### src/rtl/alu_driver_if.sv
`default_nettype none
// ============================================================================
//  Module      : alu_driver_if
//  Description : Request/response valid-ready bundle for alu_driver.
//  Revision    : 1.0 - initial release
// ============================================================================
interface alu_driver_if #(
    parameter int TAGW = 4
) ();
    logic            req_valid;
    logic            req_ready;
    logic [2:0]      req_op;
    logic [31:0]     req_a;
    logic [31:0]     req_b;
    logic [TAGW-1:0] req_tag;

    logic            rsp_valid;
    logic            rsp_ready;
    logic [31:0]     rsp_result;
    logic            rsp_zero;
    logic            rsp_overflow;
    logic [TAGW-1:0] rsp_tag;

    modport master (
        output req_valid, req_op, req_a, req_b, req_tag, rsp_ready,
        input  req_ready, rsp_valid, rsp_result, rsp_zero, rsp_overflow, rsp_tag
    );

    modport slave (
        input  req_valid, req_op, req_a, req_b, req_tag, rsp_ready,
        output req_ready, rsp_valid, rsp_result, rsp_zero, rsp_overflow, rsp_tag
    );
endinterface
`default_nettype wire

### src/rtl/alu_driver.sv
`default_nettype none
// ============================================================================
//  Module      : alu_driver
//  Description : Queues ALU requests, drives a combinational ALU from
//                registers, captures after a settle time and returns a tagged
//                response. Define ALU_DRIVER_CHECK_EN to add the result checker.
//  Revision    : 1.0 - initial release
// ============================================================================
module alu_driver #(
    parameter int DEPTH  = 4,
    parameter int SETTLE = 2,
    parameter int TAGW   = 4
) (
    input  logic            clk,
    input  logic            rst_n,
    alu_driver_if.slave     bus,
    output logic [3:0]      alu_command,
    output logic [31:0]     alu_operandA,
    output logic [31:0]     alu_operandB,
    input  logic [31:0]     alu_result,
    input  logic            alu_carryout,
    input  logic            alu_zero,
    input  logic            alu_overflow,
    output logic            busy
`ifdef ALU_DRIVER_CHECK_EN
    ,
    output logic            check_err,
    output logic [TAGW-1:0] err_tag
`endif
);

    localparam int c_AW   = $clog2(DEPTH);
    localparam int c_CNTW = c_AW + 1;
    localparam int c_CW   = (SETTLE > 1) ? $clog2(SETTLE) : 1;
    localparam logic [c_AW:0] c_FULL = c_CNTW'(DEPTH);

    localparam logic [1:0] c_IDLE = 2'd0;
    localparam logic [1:0] c_WAIT = 2'd1;
    localparam logic [1:0] c_CAPT = 2'd2;
    localparam logic [1:0] c_RESP = 2'd3;

    logic [2:0]      r_fifo_op  [DEPTH];
    logic [31:0]     r_fifo_a   [DEPTH];
    logic [31:0]     r_fifo_b   [DEPTH];
    logic [TAGW-1:0] r_fifo_tag [DEPTH];

    logic [c_AW-1:0] r_wr_ptr;
    logic [c_AW-1:0] r_rd_ptr;
    logic [c_AW:0]   r_count;
    logic [1:0]      r_state;
    logic [c_CW-1:0] r_settle;
    logic [TAGW-1:0] r_tag;

    logic [3:0]      r_alu_command;
    logic [31:0]     r_alu_a;
    logic [31:0]     r_alu_b;

    logic            r_rsp_valid;
    logic [31:0]     r_rsp_result;
    logic            r_rsp_zero;
    logic            r_rsp_overflow;
    logic [TAGW-1:0] r_rsp_tag;

    logic            w_push;
    logic            w_pop;
    logic            w_unused_carry;

    assign w_push         = bus.req_valid && bus.req_ready;
    assign w_pop          = (r_state == c_IDLE) && (r_count != '0);
    assign w_unused_carry = alu_carryout;

    assign bus.req_ready    = (r_count != c_FULL);
    assign bus.rsp_valid    = r_rsp_valid;
    assign bus.rsp_result   = r_rsp_result;
    assign bus.rsp_zero     = r_rsp_zero;
    assign bus.rsp_overflow = r_rsp_overflow;
    assign bus.rsp_tag      = r_rsp_tag;

    assign alu_command  = r_alu_command;
    assign alu_operandA = r_alu_a;
    assign alu_operandB = r_alu_b;
    assign busy         = (r_state != c_IDLE) || (r_count != '0);

    // Payload storage carries no reset; validity is governed by r_count.
    always_ff @(posedge clk) begin
        if (w_push) begin
            r_fifo_op[r_wr_ptr]  <= bus.req_op;
            r_fifo_a[r_wr_ptr]   <= bus.req_a;
            r_fifo_b[r_wr_ptr]   <= bus.req_b;
            r_fifo_tag[r_wr_ptr] <= bus.req_tag;
        end
    end

    always_ff @(posedge clk) begin
        if (!rst_n) begin
            r_wr_ptr       <= '0;
            r_rd_ptr       <= '0;
            r_count        <= '0;
            r_state        <= c_IDLE;
            r_settle       <= '0;
            r_tag          <= '0;
            r_alu_command  <= '0;
            r_alu_a        <= '0;
            r_alu_b        <= '0;
            r_rsp_valid    <= 1'b0;
            r_rsp_result   <= '0;
            r_rsp_zero     <= 1'b0;
            r_rsp_overflow <= 1'b0;
            r_rsp_tag      <= '0;
        end else begin
            r_count <= r_count + c_CNTW'(w_push) - c_CNTW'(w_pop);
            if (w_push) begin
                r_wr_ptr <= r_wr_ptr + c_AW'(1);
            end

            case (r_state)
                c_IDLE: begin
                    if (w_pop) begin
                        r_alu_command <= {1'b0, r_fifo_op[r_rd_ptr]};
                        r_alu_a       <= r_fifo_a[r_rd_ptr];
                        r_alu_b       <= r_fifo_b[r_rd_ptr];
                        r_tag         <= r_fifo_tag[r_rd_ptr];
                        r_rd_ptr      <= r_rd_ptr + c_AW'(1);
                        r_settle      <= c_CW'(SETTLE - 1);
                        r_state       <= c_WAIT;
                    end
                end
                c_WAIT: begin
                    if (r_settle == '0) begin
                        r_state <= c_CAPT;
                    end else begin
                        r_settle <= r_settle - c_CW'(1);
                    end
                end
                c_CAPT: begin
                    r_rsp_result <= alu_result;
                    r_rsp_zero   <= alu_zero;
                    // Overflow is only meaningful for the arithmetic ops.
                    r_rsp_overflow <= (r_alu_command[2:1] == 2'b00) ? alu_overflow : 1'b0;
                    r_rsp_tag      <= r_tag;
                    r_rsp_valid    <= 1'b1;
                    r_state        <= c_RESP;
                end
                c_RESP: begin
                    if (r_rsp_valid && bus.rsp_ready) begin
                        r_rsp_valid <= 1'b0;
                        r_state     <= c_IDLE;
                    end
                end
                default: r_state <= c_IDLE;
            endcase
        end
    end

`ifdef ALU_DRIVER_CHECK_EN
    logic [31:0]     w_ref_result;
    logic            w_ref_zero;
    logic            w_mismatch;
    logic            r_check_err;
    logic [TAGW-1:0] r_err_tag;

    always_comb begin
        w_ref_result = '0;
        case (r_alu_command[2:0])
            3'd0: w_ref_result = r_alu_a + r_alu_b;
            3'd1: w_ref_result = r_alu_a - r_alu_b;
            3'd2: w_ref_result = r_alu_a ^ r_alu_b;
            3'd3: w_ref_result = {31'd0, ($signed(r_alu_a) < $signed(r_alu_b))};
            3'd4: w_ref_result = r_alu_a & r_alu_b;
            3'd5: w_ref_result = ~(r_alu_a & r_alu_b);
            3'd6: w_ref_result = ~(r_alu_a | r_alu_b);
            3'd7: w_ref_result = r_alu_a | r_alu_b;
            default: w_ref_result = '0;
        endcase
    end

    assign w_ref_zero = (w_ref_result == '0);
    assign w_mismatch = (w_ref_result != alu_result) || (w_ref_zero != alu_zero);

    always_ff @(posedge clk) begin
        if (!rst_n) begin
            r_check_err <= 1'b0;
            r_err_tag   <= '0;
        end else if ((r_state == c_CAPT) && w_mismatch) begin
            r_check_err <= 1'b1;
            if (!r_check_err) begin
                r_err_tag <= r_tag;
            end
        end
    end

    assign check_err = r_check_err;
    assign err_tag   = r_err_tag;
`endif

endmodule
`default_nettype wire

### src/flat_wrapper.sv
// flat-port wrapper written by rule: the top's interface ports become plain ports
module alu_driver_flat 
#(
    parameter int DEPTH  = 4,
    parameter int SETTLE = 2,
    parameter int TAGW   = 4
)
  (clk, rst_n, alu_command, alu_operandA, alu_operandB, alu_result, alu_carryout, alu_zero, alu_overflow, busy, bus_req_valid, bus_req_op, bus_req_a, bus_req_b, bus_req_tag, bus_rsp_ready, bus_req_ready, bus_rsp_valid, bus_rsp_result, bus_rsp_zero, bus_rsp_overflow, bus_rsp_tag);
  alu_driver_if #(.TAGW(TAGW)) bus_i ();
  input  logic clk;
  input  logic rst_n;
  output logic [3:0] alu_command;
  output logic [31:0] alu_operandA;
  output logic [31:0] alu_operandB;
  input  logic [31:0] alu_result;
  input  logic alu_carryout;
  input  logic alu_zero;
  input  logic alu_overflow;
  output logic busy;
  input wire logic [$bits(bus_i.req_valid)-1:0] bus_req_valid;
  input wire logic [$bits(bus_i.req_op)-1:0] bus_req_op;
  input wire logic [$bits(bus_i.req_a)-1:0] bus_req_a;
  input wire logic [$bits(bus_i.req_b)-1:0] bus_req_b;
  input wire logic [$bits(bus_i.req_tag)-1:0] bus_req_tag;
  input wire logic [$bits(bus_i.rsp_ready)-1:0] bus_rsp_ready;
  output wire logic [$bits(bus_i.req_ready)-1:0] bus_req_ready;
  output wire logic [$bits(bus_i.rsp_valid)-1:0] bus_rsp_valid;
  output wire logic [$bits(bus_i.rsp_result)-1:0] bus_rsp_result;
  output wire logic [$bits(bus_i.rsp_zero)-1:0] bus_rsp_zero;
  output wire logic [$bits(bus_i.rsp_overflow)-1:0] bus_rsp_overflow;
  output wire logic [$bits(bus_i.rsp_tag)-1:0] bus_rsp_tag;
  assign bus_i.req_valid = bus_req_valid;
  assign bus_i.req_op = bus_req_op;
  assign bus_i.req_a = bus_req_a;
  assign bus_i.req_b = bus_req_b;
  assign bus_i.req_tag = bus_req_tag;
  assign bus_i.rsp_ready = bus_rsp_ready;
  assign bus_req_ready = bus_i.req_ready;
  assign bus_rsp_valid = bus_i.rsp_valid;
  assign bus_rsp_result = bus_i.rsp_result;
  assign bus_rsp_zero = bus_i.rsp_zero;
  assign bus_rsp_overflow = bus_i.rsp_overflow;
  assign bus_rsp_tag = bus_i.rsp_tag;
  alu_driver #(.DEPTH(DEPTH), .SETTLE(SETTLE), .TAGW(TAGW)) u_core (.clk(clk), .rst_n(rst_n), .bus(bus_i), .alu_command(alu_command), .alu_operandA(alu_operandA), .alu_operandB(alu_operandB), .alu_result(alu_result), .alu_carryout(alu_carryout), .alu_zero(alu_zero), .alu_overflow(alu_overflow), .busy(busy));
endmodule
### config.mk
export PLATFORM = sky130hd
export DESIGN_NAME = alu_driver_flat
export DESIGN_NICKNAME = d
export VERILOG_FILES = /design/src/rtl/alu_driver_if.sv /design/src/rtl/alu_driver.sv /design/src/flat_wrapper.sv
export SDC_FILE = /design/constraint.sdc
export NUM_CORES = 1
export LEC_CHECK = 0
export BUFFER_PORTS_ARGS = -buffer_cell sky130_fd_sc_hd__buf_2
export CORE_MARGIN = 10
export CORE_UTILIZATION = 30
export DETAILED_ROUTE_END_ITERATION = 10
export HOLD_SLACK_MARGIN = 0.02
export SLEW_MARGIN = 15
export SYNTH_ARGS = -nofsm -noshare
export SYNTH_HDL_FRONTEND = slang
export SYNTH_SLANG_ARGS = --single-unit
### constraint.sdc
create_clock -name clk -period 3.51 [get_ports clk]
set_input_delay 0.1755 -clock clk [delete_from_list [all_inputs] [get_ports clk]]
set_output_delay 0.1755 -clock clk [all_outputs]
set_load 0.005 [all_outputs]
==> results.sh, run 1 <==
export IMPL_status="completed"
export IMPL_syn_inst=730
export IMPL_antenna_found_initial=1
export IMPL_relSlewSlack_pct=47.1
export IMPL_fin_crit_sh_pct=69.4
export IMPL_cts_root_buf="clkbuf_16"
export IMPL_gr_max_usage_layer="met2"
export IMPL_hold_viol=0
export IMPL_gr_usage_met1_pct=15.1
export IMPL_synth_top_area_share_pct=59.3
export IMPL_clkLatencyLatePin_ps=560
export IMPL_p_int_mw=10.2
export IMPL_synth_edf_count=284
export IMPL_synth_seq_cells=404
export IMPL_clockBufferDepth=3
export IMPL_cp_buffers_inverters=3
export IMPL_ys_seq_area_share_pct=76.0
export IMPL_worstHoldStart="alu_overflow"
export IMPL_io_buffers=216
export IMPL_power_total_mw=14.0
export IMPL_wl_mm=33.6
export IMPL_grtUsageTotal_pct=11.6
export IMPL_crit_chain="inv_1 > ha_1 > o31a_1 > ha_1 > inv_1 > ha_1 > inv_1 > fa_1 > xor2_1 > and2_1 > nor3_1"
export IMPL_drtAntennaViolNets=0
export IMPL_power_frac_seq_pct=45.2
export IMPL_use_met2_pct=18.6
export IMPL_drtIter0Drc=439
export IMPL_critical_path_max_stage_delay_ps=400
export IMPL_start_kind="register"
export IMPL_cp_max_fo=5
export IMPL_rsz0062_at_grt="no"
export IMPL_power_leakage_nw=6.86
export IMPL_fp_dieArea_mm2=0.0571
export IMPL_ys_warn_count=0
export IMPL_drc_errors=0
export IMPL_crit_family="adder cells"
export IMPL_crit_required_ps=3990
export IMPL_ios=219
export IMPL_synth_flop_cell="edfxtp_1"
export IMPL_arrival_ps=2910
export IMPL_yosysMostFrequentCell="edfxtp_1"
export IMPL_coreArea_mm2=0.0475
export IMPL_cp_end_kind="register"
export IMPL_p_sw_mw=3.81
export IMPL_holdCritPathClass="in2reg"
export IMPL_setup_viol=0
export IMPL_dpl_hpwl_mm=19.9
export IMPL_drv_slew=0
export IMPL_synth_nets=852
export IMPL_final_area_mm2=0.0188
export IMPL_clkPwrFrac_pct=32.8
export IMPL_ys_types=32
export IMPL_cp_startpoint="u_core.r_state[0]"
export IMPL_finalCriticalPeriod_ps=2440
export IMPL_synth_area_top_cells="edfxtp_1 (59%), dfxtp_1 (17%), mux4_2 (11%)"
export IMPL_switching_share_pct=27.2
export IMPL_dpl_cell_area_mm2=0.0162
export IMPL_cts_sinks=404
export IMPL_met3_usage_pct=3.65
export IMPL_yosys_area_top_type="edfxtp_1"
export IMPL_cts_buffers=45
export IMPL_grt_pass1_vias=8452
export IMPL_fmaxAchievable_mhz=411
export IMPL_clk_pin_slew_ps=60
export IMPL_async_flop_share_pct=0
export IMPL_diodes=0
export IMPL_vias=7784
export IMPL_dr_pass1_iters=4
export IMPL_wire_per_inst_um=19.5
export IMPL_synthTopCellsByCount="edfxtp_1 (284), dfxtp_1 (120), a22o_1 (71), mux4_2 (71), nor2_1 (45)"
export IMPL_routed_via_density=4.52
export IMPL_syn_cell_area_mm2=0.0144
export IMPL_power_density_mw_per_mm2=748
export IMPL_cap_violations=0
export IMPL_post_cts_resized=0
export IMPL_grt_pass1_wl_mm=51.4
export IMPL_grt_start_max_net_pins=47
export IMPL_r2r_start="u_core.r_state[0]"
export IMPL_skew_ps=18.8
export IMPL_setup_tns_final_ps=0
export IMPL_gr_total_overflow=0
export IMPL_die_h_um=239
export IMPL_tritoncts="yes"
export IMPL_start_util_pct=30.2
export IMPL_syn_area_per_cell_um2=19.7
export IMPL_die_w_um=239
export IMPL_vdd_drop_max_mv=0.458
export IMPL_drive_gt1_share_pct=34.5
export IMPL_fin_nets=1195
export IMPL_pwr_share_comb_pct=22.0
export IMPL_gp_congestion=0.720
export IMPL_fin_util_pct=39.5
export IMPL_area_growth_pct=30.5
export IMPL_rows=80
export IMPL_h_tree_depth=2
export IMPL_crit_slowest_cell="fa_1"
export IMPL_worst_pin_slew_ps=794
export IMPL_cts_setup_buffers=0
export IMPL_crit_type="reg2reg"
-- cells by family (layout without fill, tap and decap cells) --
group	after synthesis	in the layout	synth area share, %
DFF	404	404	76.0
muxes	111	111	13.9
AOI/OAI and AO/OA	81	81	4.78
and+or+nand+nor	66	66	2.02
buffers and inverters	52	431	1.99
adders and majority gates	12	12	1.10
xor gates and xnor gates	3	3	0.183
other	1	1	0.0261
-- power by group through the flow --
stage / Sequential (mW) / Clock, mW / Combinational (mW)
2_1_floorplan: 6.33 / 0 / 1.97
6_report: 6.34 / 4.60 / 3.08
4_1_cts: 6.36 / 4.76 / 3.18
3_5_place_dp: 6.45 / 0 / 3.08
3_3_place_gp: 6.42 / 0 / 3.04
5_1_grt: 6.43 / 4.94 / 3.40
-- routing by layer --
layer,part of all wire (%),routed length (um)
met3,6.6,2230
met4,1.7,582
met2,47,15800
met1,44,14900
met5,0.021,7
-- repair_timing --
| action | 4_1_cts | 5_1_grt |
|---|---|---|
| endpoints found under the hold margin | 323 | 0 |
| setup endpoints to repair | 0 | 0 |
| hold buffers | 107 | 0 |
-- layout by cell type (no fill, tap or decap), drive strengths merged --
| cell | count |
|---|---|
| edfxtp | 284 |
| dlygate4sd3 | 107 |
| o311ai | 1 |
| dfxtp | 120 |
| a211oi | 1 |
| nor3b | 2 |
| bufinv | 3 |
| clkbuf | 62 |
| a22o | 71 |
| conb | 1 |
| nor2 | 46 |
| and3 | 5 |
| clkinvlp | 2 |
| and2 | 3 |
| fa | 1 |
| buf | 231 |
| xor2 | 2 |
| o21ai | 3 |
| nor3 | 1 |
| clkinv | 13 |
| or4b | 1 |
| nand3 | 2 |
| ha | 11 |
| a21oi | 3 |
| nor2b | 1 |
| xnor2 | 1 |
| inv | 13 |
| mux4 | 71 |
| mux2i | 40 |
| nand2 | 5 |
| o31a | 1 |
| a21bo | 1 |
-- flip-flops by register name, summed over array words and instances, names as in the netlist, 2 cells and up --
| name | flops |
|---|---|
| u_core.alu_command | 3 |
| u_core.bus.rsp_tag | 4 |
| u_core.r_wr_ptr | 2 |
| u_core.r_count | 3 |
| u_core.bus.rsp_result | 32 |
| u_core.r_fifo_a | 128 |
| u_core.r_rd_ptr | 2 |
| u_core.alu_operandB | 32 |
| u_core.r_fifo_b | 128 |
| u_core.r_state | 2 |
| u_core.r_fifo_op | 12 |
| u_core.r_fifo_tag | 16 |
| u_core.alu_operandA | 32 |
| u_core.r_tag | 4 |
-- worst min-delay path, stage by stage --
cell and delay, ps:
buf_2 110, nor3b_1 130, mux2i_1 120, nor2_1 50
-- stage by stage --
stage,setup WS [ps],hold WS [ps],instances
floorplan,703,274,730
global placement,1130,389,1534
detailed placement,1120,392,1534
CTS,1100,39.1,1724
global route,933,52.5,1724
finish,1070,80.6,1724
-- final timing paths --
check | slack, ps | endpoint | cells past startpoint
max reg2reg | 1070 | u_core.r_count[2] | 11
min | 80 | u_core.bus.rsp_overflow | 4
max | 1070 | u_core.r_count[2] | 11
min reg2reg | 470 | u_core.alu_operandB[20] | 1
-- final cells by class --
cell class              instances  area, um2
fillers                      4226      28800
multi-input cells             274       3190
clock inverters                21        203
well taps                     615        769
inverters                      10       37.5
flip-flops and latches        404      10900
clock buffers                  62       1270
repair buffers                338       2350
No activity file was read; power rests on OpenSTA's default activity.
==> run 2, diff against run 1 <==
ABC_AREA = 1   (was not set)
clock period = 2.4 ns   (was 3.51 ns; I/O delays follow)
==> run 2 against run 1 <==
Synthesized area grew 12%. Critical path depth grew 2. Sequential share of layout area shrank 4.9 points. Core utilization shrank 0.69 points. Hold slack lost 26 ps. Non-clock buffer count grew 12. Clock power grew 52%. Largest power group unchanged.
==> results.sh, run 2 <==
export IMPL_dr_pass1_iters=5
export IMPL_r2r_slack_ps=260
export IMPL_vias=11461
export IMPL_crit_required_ps=2840
export IMPL_crit_path_frequent_cell="inv_1"
export IMPL_ys_warn_count=0
export IMPL_dpl_hpwl_mm=23.5
export IMPL_skew_ps=26.6
export IMPL_drc_errors=0
export IMPL_coreArea_mm2=0.0529
export IMPL_fin_util_pct=38.8
export IMPL_gp_congestion=0.722
export IMPL_setup_tns_final_ps=0
export IMPL_cts_buffers=45
export IMPL_cp_end_kind="register"
export IMPL_fin_nets=2044
export IMPL_wl_mm=41.4
export IMPL_synth_nets=1732
export IMPL_reg2reg_depth=13
export IMPL_wl_met1_mm=18.2
export IMPL_crit_chain="inv_1 > ha_1 > nand2_4 > inv_4 > ha_1 > inv_1 > ha_1 > inv_1 > fa_1 > inv_1 > nand2_1 > nand2_1 > nor2_1"
export IMPL_synth_area_top_cells="edfxtp_1 (53%), dfxtp_1 (15%), nand2_1 (14%)"
export IMPL_routed_top_layer="met5"
export IMPL_wire_per_inst_um=15.6
export IMPL_finalCriticalPeriod_ps=2140
export IMPL_grt_start_max_net_pins=145
export IMPL_r2r_start="u_core.r_state[0]"
export IMPL_synth_seq_cells=404
export IMPL_min_to="u_core.r_wr_ptr[0]"
export IMPL_grtUsageTotal_pct=12.8
export IMPL_fmaxAchievable_mhz=468
export IMPL_clkLatencyLatePin_ps=570
export IMPL_dpl_cell_area_mm2=0.0179
export IMPL_fin_crit_sh_pct=89.0
export IMPL_h_tree_depth=2
export IMPL_drive_gt1_share_pct=18.4
export IMPL_cp_max_fo=4
export IMPL_drtAntennaViolNets=0
export IMPL_start_util_pct=30.5
export IMPL_power_leakage_nw=8.61
export IMPL_arrival_ps=2580
export IMPL_clk_pin_slew_ps=60
export IMPL_syn_cell_area_mm2=0.0161
export IMPL_yosys_area_top_type="edfxtp_1"
export IMPL_routed_via_density=4.32
export IMPL_drtIter0Drc=709
export IMPL_num_fill_cells=5121
export IMPL_synth_flop_cell="edfxtp_1"
export IMPL_grt_pass1_wl_mm=63.9
export IMPL_clockBufferDepth=3
export IMPL_synthTopCellsByCount="nand2_1 (617), edfxtp_1 (284), nor2_1 (226)"
export IMPL_hold_viol=0
export IMPL_holdCritPathClass="in2reg"
export IMPL_ys_types=22
export IMPL_syn_area_per_cell_um2=10.0
export IMPL_hold_path_depth=5
export IMPL_crit_type="reg2reg"
export IMPL_setup_viol=0
export IMPL_relSlewSlack_pct=29.5
export IMPL_critical_path_max_stage_delay_ps=390
export IMPL_crit_slowest_cell="fa_1"
export IMPL_yosysMostFrequentCell="nand2_1"
export IMPL_reg_top3="u_core.r_fifo_a (128), u_core.r_fifo_b (128)"
export IMPL_final_area_mm2=0.0205
export IMPL_final_cell_mix="nand2_1 (617), edfxtp_1 (284), nor2_1 (222)"
export IMPL_instances_no_fill=2650
export IMPL_area_growth_pct=27.3
export IMPL_drv_slew=0
export IMPL_tritoncts="yes"
export IMPL_die_h_um=252
export IMPL_syn_inst=1610
export IMPL_cap_violations=0
export IMPL_start_kind="register"
export IMPL_wl_met2_mm=19.8
export IMPL_cts_root_buf="clkbuf_16"
export IMPL_vdd_drop_max_mv=0.816
export IMPL_fp_dieArea_mm2=0.0634
export IMPL_ios=219
export IMPL_die_w_um=252
export IMPL_gr_total_overflow=0
export IMPL_rows=84
export IMPL_async_flop_share_pct=0
export IMPL_r2r_end="u_core.r_count[2]"
export IMPL_worst_pin_slew_ps=1060
export IMPL_antenna_found_initial=5
export IMPL_ys_seq_area_share_pct=67.9
export IMPL_worstHoldStart="bus_req_valid"
export IMPL_grt_pass1_vias=11254
export IMPL_io_buffers=216
export IMPL_power_density_mw_per_mm2=1150
export IMPL_final_common_cell="nand2_1"
export IMPL_synth_edf_count=284
export IMPL_dr_wl_met3_mm=2.47
export IMPL_post_cts_resized=0
export IMPL_placed_cells=2456
export IMPL_status="completed"
export IMPL_rsz0062_at_grt="no"
export IMPL_cts_sinks=404
export IMPL_synth_top_area_share_pct=52.9
run 2: changes by cell type after synthesis, moves of 10 or more:
cell	change
mux2i_1	-40
nor2_1	+181
clkbuf_1	+16
o21ai_0	+39
nand2_2	+42
nand2_1	+612
mux4_2	-71
buf_6	+10
a21oi_1	+77
inv_1	+82
a22o_1	-71
run 2: cell families after synthesis:
family          Yosys count  synth area share [%]
flops                   404                  67.9
fa+ha+maj                12                 0.979
xor+xnor                  1                0.0544
other cells               1                0.0233
simple gates            891                  21.5
compound gates          122                  3.79
buf+inv                 179                  5.79
run 2: critical path, delay by kind of cell, from the launching register on:
kind          cells  cell delay, ps
fa+ha+maj         4            1060
buf+inv           5             330
flops             1             380
simple gates      4             250
run 2: area by class of cell:
class,count,area (um2),share of cell area [%]
multi-input cells,1027,4280,20.9
clock inverters,18,230,1.12
diodes,5,12.5,0.0610
well taps,688,861,4.20
repair buffers,350,2530,12.4
flip-flops and latches,404,10900,53.4
clock buffers,64,1290,6.29
inverters,94,358,1.75
run 2: how the worst max path moves through the flow:
stage | startpoint | cells past startpoint | slack, ps | to
floorplan | u_core.r_count[1] | 4 | -600 | u_core.r_fifo_a[0][0]
global placement | u_core.r_state[0] | 13 | 240 | u_core.r_count[2]
detailed placement | u_core.r_state[0] | 13 | 250 | u_core.r_count[2]
CTS | u_core.r_state[0] | 13 | 240 | u_core.r_count[2]
global route | u_core.r_state[0] | 13 | 100 | u_core.r_count[2]
finish | u_core.r_state[0] | 13 | 260 | u_core.r_count[2]
run 2: layer usage:
layer  GRT usage (%)  up-vias
met4            4.17        2
met1            15.8     5392
met3            3.14       67
met5               0        -
met2            21.7      241
li1                -     5759
run 2: report_power, final:
part,internal [mW],switching [mW],total (mW),leakage [nW]
Sequential,8.67,0.539,9.21,3.59
Clock,4.28,2.74,7.01,0.740
Combinational,2.53,4.81,7.34,4.28
run 2: per-stage QoR:
step | hold slack [ps] | worst slack [ps] | power [mW]
final | 54.5 | 264 | 23.6
after global routing | 89.9 | 97.7 | 25.3
after CTS | 46.3 | 239 | 24.0
after detailed placement | 336 | 250 | 16.7
after global placement | 331 | 243 | 16.5
after floorplan | 219 | -597 | 14.5
run 2: what timing repair did:
action | CTS | global route
hold endpoints to repair | 327 | 0
hold buffers | 107 | 0
buffers inserted | 0 | 0
